<file path="src/rtl/traffic_sequencer.sv">
`default_nettype none
// ============================================================================
// Module   : traffic_sequencer
// Purpose  : Core traffic light state machine. Sequences main/side street
//            lights and the pedestrian walk light from a 1 Hz tick, using
//            three runtime-programmable interval registers and a side-street
//            vehicle sensor that can extend green phases.
// Revision : 1.0  initial release
// ============================================================================
// State encoding on o_state_out:
//   0 MAIN_G1, 1 MAIN_G2, 2 MAIN_Y, 3 WALK, 4 SIDE_G, 5 SIDE_GX, 6 SIDE_Y
module traffic_sequencer #(
  parameter int BASE_DEF = 6,
  parameter int EXT_DEF  = 3,
  parameter int YEL_DEF  = 2,
  parameter int TW       = 4
) (
  input  logic          clk,
  input  logic          sys_reset,
  input  logic          i_tick_1hz,
  input  logic          i_reset_db,
  input  logic          i_walk_req_db,
  input  logic          i_reprogram_db,
  input  logic          i_sensor,
  input  logic [1:0]    i_time_sel,
  input  logic [TW-1:0] i_time_value,
  output logic [2:0]    o_main_light,
  output logic [2:0]    o_side_light,
  output logic          o_walk_light,
  output logic          o_walk_pending,
  output logic [2:0]    o_state_out
);

  typedef enum logic [2:0] {
    S_MAIN_G1 = 3'd0,
    S_MAIN_G2 = 3'd1,
    S_MAIN_Y  = 3'd2,
    S_WALK    = 3'd3,
    S_SIDE_G  = 3'd4,
    S_SIDE_GX = 3'd5,
    S_SIDE_Y  = 3'd6
  } state_t;

  localparam logic [2:0] c_RED = 3'b100;
  localparam logic [2:0] c_YEL = 3'b010;
  localparam logic [2:0] c_GRN = 3'b001;

  state_t        r_state, w_state_nxt;
  logic [TW-1:0] r_cnt, w_cnt_nxt;
  logic [TW-1:0] r_base, r_ext, r_yel;
  logic [TW-1:0] w_base_nxt, w_ext_nxt, w_yel_nxt, w_prog_val;
  logic          r_walk_pending, w_pend_nxt;
  logic          r_rst_q, r_walk_q, r_rp_q;
  logic          w_rst_edge, w_walk_edge, w_rp_edge, w_prog, w_expire;

  // Button rising edges; a held button yields exactly one event.
  assign w_rst_edge  = i_reset_db     & ~r_rst_q;
  assign w_walk_edge = i_walk_req_db  & ~r_walk_q;
  assign w_rp_edge   = i_reprogram_db & ~r_rp_q;

  // A soft-reset edge in the same cycle suppresses reprogramming.
  assign w_prog     = w_rp_edge & ~w_rst_edge;
  assign w_prog_val = (i_time_value == '0) ? TW'(1) : i_time_value;
  assign w_expire   = i_tick_1hz && (r_cnt == TW'(1));

  // Interval register write decode.
  always_comb begin
    w_base_nxt = r_base;
    w_ext_nxt  = r_ext;
    w_yel_nxt  = r_yel;
    if (w_prog) begin
      case (i_time_sel)
        2'b00:   w_base_nxt = w_prog_val;
        2'b01:   w_ext_nxt  = w_prog_val;
        2'b10:   w_yel_nxt  = w_prog_val;
        default: ;
      endcase
    end
  end

  // Next state, counter reload and walk-pending update in priority order.
  always_comb begin
    w_state_nxt = r_state;
    w_cnt_nxt   = r_cnt;
    w_pend_nxt  = r_walk_pending;
    if (w_rst_edge) begin
      // Soft reset discards any walk edge arriving alongside it.
      w_state_nxt = S_MAIN_G1;
      w_cnt_nxt   = r_base;
      w_pend_nxt  = 1'b0;
    end else begin
      if (w_rp_edge) begin
        // Restart uses the freshly written base value.
        w_state_nxt = S_MAIN_G1;
        w_cnt_nxt   = w_base_nxt;
      end else if (w_expire) begin
        case (r_state)
          S_MAIN_G1: begin
            w_state_nxt = S_MAIN_G2;
            w_cnt_nxt   = i_sensor ? r_ext : r_base;
          end
          S_MAIN_G2: begin
            w_state_nxt = S_MAIN_Y;
            w_cnt_nxt   = r_yel;
          end
          S_MAIN_Y: begin
            if (r_walk_pending) begin
              w_state_nxt = S_WALK;
              w_cnt_nxt   = r_ext;
              w_pend_nxt  = 1'b0;
            end else begin
              w_state_nxt = S_SIDE_G;
              w_cnt_nxt   = r_base;
            end
          end
          S_WALK: begin
            w_state_nxt = S_SIDE_G;
            w_cnt_nxt   = r_base;
          end
          S_SIDE_G: begin
            if (i_sensor) begin
              w_state_nxt = S_SIDE_GX;
              w_cnt_nxt   = r_ext;
            end else begin
              w_state_nxt = S_SIDE_Y;
              w_cnt_nxt   = r_yel;
            end
          end
          S_SIDE_GX: begin
            w_state_nxt = S_SIDE_Y;
            w_cnt_nxt   = r_yel;
          end
          default: begin
            w_state_nxt = S_MAIN_G1;
            w_cnt_nxt   = r_base;
          end
        endcase
      end else if (i_tick_1hz) begin
        w_cnt_nxt = r_cnt - TW'(1);
      end
      // A new walk edge wins over the clear on WALK entry.
      if (w_walk_edge) begin
        w_pend_nxt = 1'b1;
      end
    end
  end

  // State, timer, interval and edge-history registers.
  always_ff @(posedge clk or posedge sys_reset) begin
    if (sys_reset) begin
      r_state        <= S_MAIN_G1;
      r_cnt          <= TW'(BASE_DEF);
      r_base         <= TW'(BASE_DEF);
      r_ext          <= TW'(EXT_DEF);
      r_yel          <= TW'(YEL_DEF);
      r_walk_pending <= 1'b0;
      r_rst_q        <= 1'b0;
      r_walk_q       <= 1'b0;
      r_rp_q         <= 1'b0;
    end else begin
      r_state        <= w_state_nxt;
      r_cnt          <= w_cnt_nxt;
      r_base         <= w_base_nxt;
      r_ext          <= w_ext_nxt;
      r_yel          <= w_yel_nxt;
      r_walk_pending <= w_pend_nxt;
      r_rst_q        <= i_reset_db;
      r_walk_q       <= i_walk_req_db;
      r_rp_q         <= i_reprogram_db;
    end
  end

  // Moore light decode from the state register.
  always_comb begin
    o_main_light = c_RED;
    o_side_light = c_RED;
    o_walk_light = 1'b0;
    case (r_state)
      S_MAIN_G1, S_MAIN_G2: o_main_light = c_GRN;
      S_MAIN_Y:             o_main_light = c_YEL;
      S_WALK:               o_walk_light = 1'b1;
      S_SIDE_G, S_SIDE_GX:  o_side_light = c_GRN;
      S_SIDE_Y:             o_side_light = c_YEL;
      default: ;
    endcase
  end

  assign o_walk_pending = r_walk_pending;
  assign o_state_out    = r_state;

endmodule
`default_nettype wire

</file>
<file path="config.mk">
export PLATFORM = sky130hd
export DESIGN_NAME = traffic_sequencer
export DESIGN_NICKNAME = d
export VERILOG_FILES = /design/src/rtl/traffic_sequencer.sv
export SDC_FILE = /design/constraint.sdc
export NUM_CORES = 1
export LEC_CHECK = 0
export ABC_AREA = 1
export CAP_MARGIN = 10
export CORE_MARGIN = 2
export CORE_UTILIZATION = 45
export CTS_BUF_LIST = sky130_fd_sc_hd__clkbuf_16
export DETAILED_ROUTE_END_ITERATION = 7
export GPL_TIMING_DRIVEN = 0
export MAX_ROUTING_LAYER = met4
export PLACE_DENSITY = 0.78
export SLEW_MARGIN = 25
export SYNTH_ARGS = -nofsm -noshare
export SYNTH_HDL_FRONTEND = slang
export SYNTH_SLANG_ARGS = --single-unit
</file>
<file path="constraint.sdc">
create_clock -name clk -period 2.09 [get_ports clk]
set_input_delay 0.3135 -clock clk [delete_from_list [all_inputs] [get_ports clk]]
set_output_delay 0.3135 -clock clk [all_outputs]
set_load 0.01 [all_outputs]
</file>
==> qor.csv, run 1 <==
stage,metric,value,unit
critical_path,worstSetupPathType,flop to primary output,
logic_synthesis,synth_top_area_share,0.248,
power,seq_power_share,0.410,
critical_path,crit_arrival,1.68,ns
die,dieWidth,63.9,um
global_routing,grt_pass1_wl,6450,um
power,switching_share,0.346,
logic_synthesis,ys_warn_count,0,
timing,hold_violations,0,
logic_synthesis,yosysTopAreaCell,dfrtp_1,
placement,dp_cells,308,
timing,fmax,501,MHz
timing,skew,0.00280,ns
power,clockPowerShare,0.273,
cells_and_area,seq_area,586,um^2
global_routing,grt_max_degree,24,
cells_and_area,final_area,1990,um^2
drt,viasPerCell,4.93,
clock_network,tritoncts,built,
logic_synthesis,syn_inst,240,
die,start_util,0.477,
logic_synthesis,synth_edf_count,0,
logic_synthesis,syn_nets,255,
timing,min_period_over_period,0.955,
global_routing,globalRouteTotalUtil,0.202,
logic_synthesis,synth_seq_cells,23,
logic_synthesis,synth_ff_type,dfrtp_1,
power,p_sw,0.533,mW
drt,dr_wl_met2,1700,um
logic_synthesis,synth_common_cells,"93 x nand2_1, 26 x inv_1, 19 x o21ai_0, 16 x dfrtp_1, 15 x nor2_1",
cells_and_area,fin_cells,313,
clock_network,cts-htree-levels,1,
drt,maxUsedRoutingLayer,met4,
drt,drt_wl_total,3660,um
critical_path,cp_max_fo,8,
logic_synthesis,ys_seq_area_frac,0.361,
timing,timing.hold.ws,0.471,ns
die,fp.dieH,63.9,um
cells_and_area,nFillCells,321,
placement,io_buffers,22,
worst_hold_path,hold_class,flop to flop,
timing,worstMarginPinSlew,0.884,ns
drt,wl_met1,1760,um
cells_and_area,area_growth_syn_to_layout,23.1,%
clock_network,clkLatencyLatePin,0.26,ns
critical_path,cp-start-kind,flop,
run_status,outcome,completed,
drt,drt_first_pass_iters,4,
drt,drc,0,
drt,drt_iter0_drc,101,
die,fp.coreArea,3390,um^2
die,num_io_pins,24,
placement,place_area,1890,um^2
power,power_density,773,nW/um^2
global_routing,overflow,0,
run,max_cap_violations,0,
drt,dr_wl_met3,148,um
power,peakVddDrop,0.464,mV
global_routing,grt_pass1_vias,1483,
cells_and_area,fin_nets,283,
timing,final_max_slew_viol_count,0,
timing,fin_tns_setup,0,ns
die,rows,21,
logic_synthesis,synthTopCellsByArea,"dfrtp_1 25%, nand2_1 22%, dfstp_2 11%, inv_1 6.0%, o21ai_0 5.9%",
global_routing,antenna_found_initial,0,
drt,wl_per_cell,11.7,um
clock_network,cts_buffers,3,
power,internal_power,1.01,mW
timing,relSlewSlack,0.410,
power,total_power,1.54,mW
clock_network,clk_path_buf_depth,2,
logic_synthesis,synth_most_common_cell,nand2_1,
logic_synthesis,syn_avg_cell_area,6.74,um^2
placement,routabilityCongestion,0.873,
logic_synthesis,async_reset_ff_frac,1.00,
placement,hpwl,2700,um
timing,setup_viol,0,
drt,drtAntennaViolNets,0,
drt,vias,1543,
power,p_leak,1.01,nW
logic_synthesis,synth.distinct_cells,28,
critical_path,worstPathRequired,1.78,ns
clock_network,clkTransAtPathRegs,0.06,ns
cells_and_area,multi_input_area,867,um^2
cells_and_area,n_antenna_cell,0,
die,die-area,4090,um^2
clock_network,clockRootBuffer,clkbuf_16,
critical_path,end_kind,primary output,
timing,layout_min_cycle_time,2.00,ns
cells_and_area,drive_gt1_frac,0.161,
timing,rsz0062_at_grt,false,
power,comb_power_share,0.317,
clock_network,cts_hold_buf,0,
clock_network,cts_sinks,23,
logic_synthesis,syn_area,1620,um^2
sequential cells by signal (all words and copies together) (netlist names), 3 cells and up:
signal       flops
r_ext            4
r_yel            4
r_base           4
o_state_out      3
r_cnt            4
cell families after synthesis:
group	count (synthesis)	synth area share
AO/OA/AOI/OAI	42	0.142
XOR/XNOR	2	0.0108
adder cells (fa/ha/maj)	2	0.0155
buffers and inverters	39	0.104
flip-flops	23	0.361
AND/OR/NAND/NOR	132	0.365
critical path, cell delays in order, from the launching register on:
cell and delay, ns:
dfrtp_1 0.37, buf_4 0.18, inv_8 0.08, nand2_2 0.08, a21oi_2 0.16, clkdlybuf4s50_1 0.55
cell type report:
cell class / instances / share of cell area
Clock buffer: 3 / 0.0377
Inverter: 36 / 0.0730
Timing Repair Buffer: 23 / 0.114
Clock inverter: 1 / 0.00252
Tap cell: 46 / 0.0289
Multi-Input combinational cell: 178 / 0.436
Sequential cell: 23 / 0.294
Buffer: 3 / 0.0132
path summary, 6_finish.rpt:
kind / start / endpoint / slack (ns) / cells past startpoint
min: r_cnt[1]$_DFFE_PP1P_ / r_cnt[1]$_DFFE_PP1P_ / 0.47 / 2
min in group asynchronous: sys_reset / r_base[0]$_DFF_PP0_ / 0.54 / 2
max reg2reg: r_cnt[1]$_DFFE_PP1P_ / r_cnt[3]$_DFFE_PP0P_ / 0.26 / 8
min reg2reg: r_cnt[1]$_DFFE_PP1P_ / r_cnt[1]$_DFFE_PP1P_ / 0.47 / 2
max: o_state_out[0]$_DFFE_PP0P_ / o_side_light[0] / 0.09 / 5
max in group asynchronous: sys_reset / o_state_out[2]$_DFFE_PP0P_ / 0.94 / 2
placed cells by master, fill, tap and decap left out, types with 3 or more instances in the layout:
cell and instances:
nand2_1 93, nor2_1 15, clkbuf_16 3, o211ai_1 4, inv_1 26, clkdlybuf4s50_1 22
a21oi_1 12, nand2_2 7, dfrtp_1 15, nand3_1 8, nor2_4 3, o21ai_0 19
dfstp_2 7, inv_2 8
per-layer routing:
layer	track usage	up-vias
li1	-	807
met1	0.270	683
met2	0.323	46
met3	0.0211	7
met4	0.0625	0
met5	-	-
per-stage QoR:
stage	util	setup WS (ns)
final	0.587	0.0936
after global routing	0.587	0.0150
after CTS	0.583	0.0444
after detailed placement	0.559	0.182
after global placement	0.559	0.182
after floorplan	-	0.523
timing repair:
action / CTS / global route
endpoints found under the hold margin: 0 / 0
resized for setup: 0 / 3
buffers inserted: 0 / 1
setup endpoints to repair: 0 / 3
power groups by stage:
stage | logic [mW] | clock network, mW | registers [mW]
floorplan | 0.361 | 0 | 0.617
global placement | 0.470 | 0 | 0.631
detailed placement | 0.478 | 0 | 0.635
CTS | 0.485 | 0.420 | 0.629
global route | 0.566 | 0.441 | 0.643
finish | 0.487 | 0.420 | 0.631
No activity file was read; power rests on OpenSTA's default activity.
==> run 2, diff against run 1 <==
--- a/config.mk
+++ b/config.mk
@@ -7,10 +7,11 @@
 export LEC_CHECK = 0
 export ABC_AREA = 1
 export CAP_MARGIN = 10
-export CORE_MARGIN = 2
+export CORE_MARGIN = 5
 export CORE_UTILIZATION = 45
 export CTS_BUF_LIST = sky130_fd_sc_hd__clkbuf_16
 export DETAILED_ROUTE_END_ITERATION = 7
+export GPL_ROUTABILITY_DRIVEN = 0
 export GPL_TIMING_DRIVEN = 0
 export MAX_ROUTING_LAYER = met4
 export PLACE_DENSITY = 0.78
==> qor.csv, run 2 (synthesized netlist as in run 1, its figures left out) <==
stage,metric,value,unit,change
critical_path,crit_family,buffers and inverters,,
drt,drt_iter0_drc,72,,-29%
critical_path,r2r-start,r_cnt[1]$_DFFE_PP1P_,,
timing,fmax,490,MHz,-2.2%
clock_network,postCtsSetupBuffers,0,,unchanged
timing,worstMarginPinSlew,0.838,ns,-0.0460 ns
critical_path,worstSetupStartpoint,o_state_out[0]$_DFFE_PP0P_,,
clock_network,clkTransAtPathRegs,0.06,ns,about the same
global_routing,globalRouteTotalUtil,0.156,,-0.0453
critical_path,cp-start-kind,flop,,
die,die-area,4890,um^2,+20%
cells_and_area,area_growth_syn_to_layout,22.1,%,
drt,viasPerCell,4.87,,-1.3%
drt,drt_first_pass_iters,4,,unchanged
timing,fin_tns_setup,0,ns,unchanged
cells_and_area,final_area,1970,um^2,-0.75%
clock_network,clk_path_buf_depth,2,,unchanged
timing,skew,0.00434,ns,+0.00154 ns
die,fp.coreArea,3420,um^2,+0.78%
clock_network,cts_buffers,3,,unchanged
power,power_density,773,nW/um^2,about the same
clock_network,clockRootBuffer,clkbuf_16,,
run,max_cap_violations,0,,unchanged
die,rows,21,,unchanged
global_routing,grt_pass1_vias,1292,,-13%
global_routing,antenna_found_initial,0,,unchanged
clock_network,clkLatencyLatePin,0.26,ns,about the same
timing,hold_violations,0,,unchanged
worst_hold_path,hold_class,flop to flop,,
die,start_util,0.473,,-0.00367
clock_network,tritoncts,built,,
placement,place_area,1890,um^2,unchanged
cells_and_area,n_antenna_cell,0,,unchanged
placement,io_buffers,22,,unchanged
critical_path,path_buf_inv,3,,unchanged
drt,wl_per_cell,11.6,um,-0.61%
global_routing,grt_max_degree,24,,unchanged
cells_and_area,drive_gt1_frac,0.150,,-0.0107
critical_path,end_kind,primary output,,
timing,setup_viol,0,,unchanged
critical_path,slowest_stage,clkdlybuf4s50_1,,
timing,min_period_over_period,0.977,,+0.0214
clock_network,cts-htree-levels,1,,unchanged
critical_path,worstSetupPathType,flop to primary output,,
timing,layout_min_cycle_time,2.04,ns,+0.0448 ns
timing,final_max_slew_viol_count,0,,unchanged
drt,drtAntennaViolNets,0,,unchanged
die,fp.dieH,69.9,um,+9.4%
critical_path,cp_max_fo,8,,unchanged
global_routing,grt_pass1_wl,6140,um,-4.8%
critical_path,crit_arrival,1.73,ns,+0.05 ns
power,p_leak,1.01,nW,-0.29%
cells_and_area,fin_nets,282,,-0.35%
critical_path,cpPeakStageDelay,0.58,ns,+0.03 ns
critical_path,worstPathRequired,1.78,ns,about the same
critical_path,reg2reg_slack,0.28,ns,+0.02 ns
timing,rsz0062_at_grt,false,,
drt,vias,1518,,-1.6%
timing,relSlewSlack,0.441,,+0.0307
critical_path,worstPathCellList,buf_4 -> inv_8 -> nand2_2 -> nor2_4 -> clkdlybuf4s50_1,,
cells_and_area,layout_common_cells,"93 x nand2_1, 27 x inv_1, 22 x clkdlybuf4s50_1, 19 x o21ai_0",,
cells_and_area,nFillCells,343,,+6.9%
die,num_io_pins,24,,unchanged
drt,drc,0,,unchanged
placement,hpwl,2790,um,+3.1%
clock_network,cts_sinks,23,,unchanged
die,dieWidth,69.9,um,+9.4%
drt,drt_wl_total,3630,um,-0.93%
cells_and_area,final_util,0.578,,-0.00891
run_status,outcome,completed,,
cells_and_area,final_common_cell,nand2_1,,
global_routing,overflow,0,,unchanged
power,peakVddDrop,0.356,mV,-23%
worst_hold_path,hp-start,r_cnt[1]$_DFFE_PP1P_,,
-- run 2: cell count changes in the layout (fill, tap and decap cells not counted) --
cell,delta
a21oi_1,+1
a21oi_2,-1
buf_4,-1
clkinv_2,-1
inv_1,+1
inv_2,+1
inv_4,-1
-- run 2: what timing repair did --
| item | CTS | global route |
|---|---|---|
| resized for setup | 0 | 1 |
| setup endpoints to repair | 0 | 1 |
| hold buffers | 0 | 0 |
-- run 2: power breakdown --
part / total [mW] / internal (mW) / switching (mW)
combinational: 0.482 / 0.192 / 0.290
sequential: 0.629 / 0.556 / 0.0729
clock: 0.416 / 0.256 / 0.160
-- run 2: area by class of cell --
class | count | area (um^2) | area share
clock inverters | 1 | 3.75 | 0.00190
multi-input cells | 178 | 863 | 0.437
plain buffers | 3 | 26.3 | 0.0133
flip-flops and latches | 23 | 586 | 0.297
repair buffers | 22 | 220 | 0.112
inverters | 36 | 143 | 0.0722
clock buffers | 3 | 75.1 | 0.0380
well taps | 46 | 57.6 | 0.0292
-- run 2: metal layers --
| layer | part of all wire | routed length [um] | track usage |
|---|---|---|---|
| met1 | 0.47 | 1710 | 0.211 |
| met2 | 0.47 | 1690 | 0.239 |
| met3 | 0.053 | 191 | 0.0301 |
| met4 | 0.0091 | 33 | 0.0447 |
| met5 | 0 | 0 | - |
-- run 2: worst register-to-register path: cells and delay by family (launching register included) --
family / cells / cell delay, ns
AND/OR/NAND/NOR: 6 / 0.89
flip-flops: 1 / 0.53
adder cells (fa/ha/maj): 1 / 0.21
buffers and inverters: 1 / 0.07
-- run 2: through the flow --
stage / power [mW] / hold WS (ns) / instances / setup slack [ns]
2_1_floorplan: 0.978 / 0.310 / 240 / 0.523
3_3_place_gp: 1.10 / 0.460 / 308 / 0.203
3_5_place_dp: 1.11 / 0.465 / 308 / 0.190
4_1_cts: 1.53 / 0.476 / 312 / 0.0481
5_1_grt: 1.63 / 0.502 / 312 / 0.00145
6_report: 1.53 / 0.470 / 312 / 0.0488
-- run 2: final timing paths --
kind	endpoint	cells after the start
worst max-delay path	o_main_light[1]	5
worst min-delay path	r_cnt[1]$_DFFE_PP1P_	2
worst max register to register	r_cnt[3]$_DFFE_PP0P_	8
worst min register to register	r_cnt[1]$_DFFE_PP1P_	2
max in group asynchronous	o_state_out[2]$_DFFE_PP0P_	2
min in group asynchronous	r_yel[3]$_DFFE_PP0P_	2
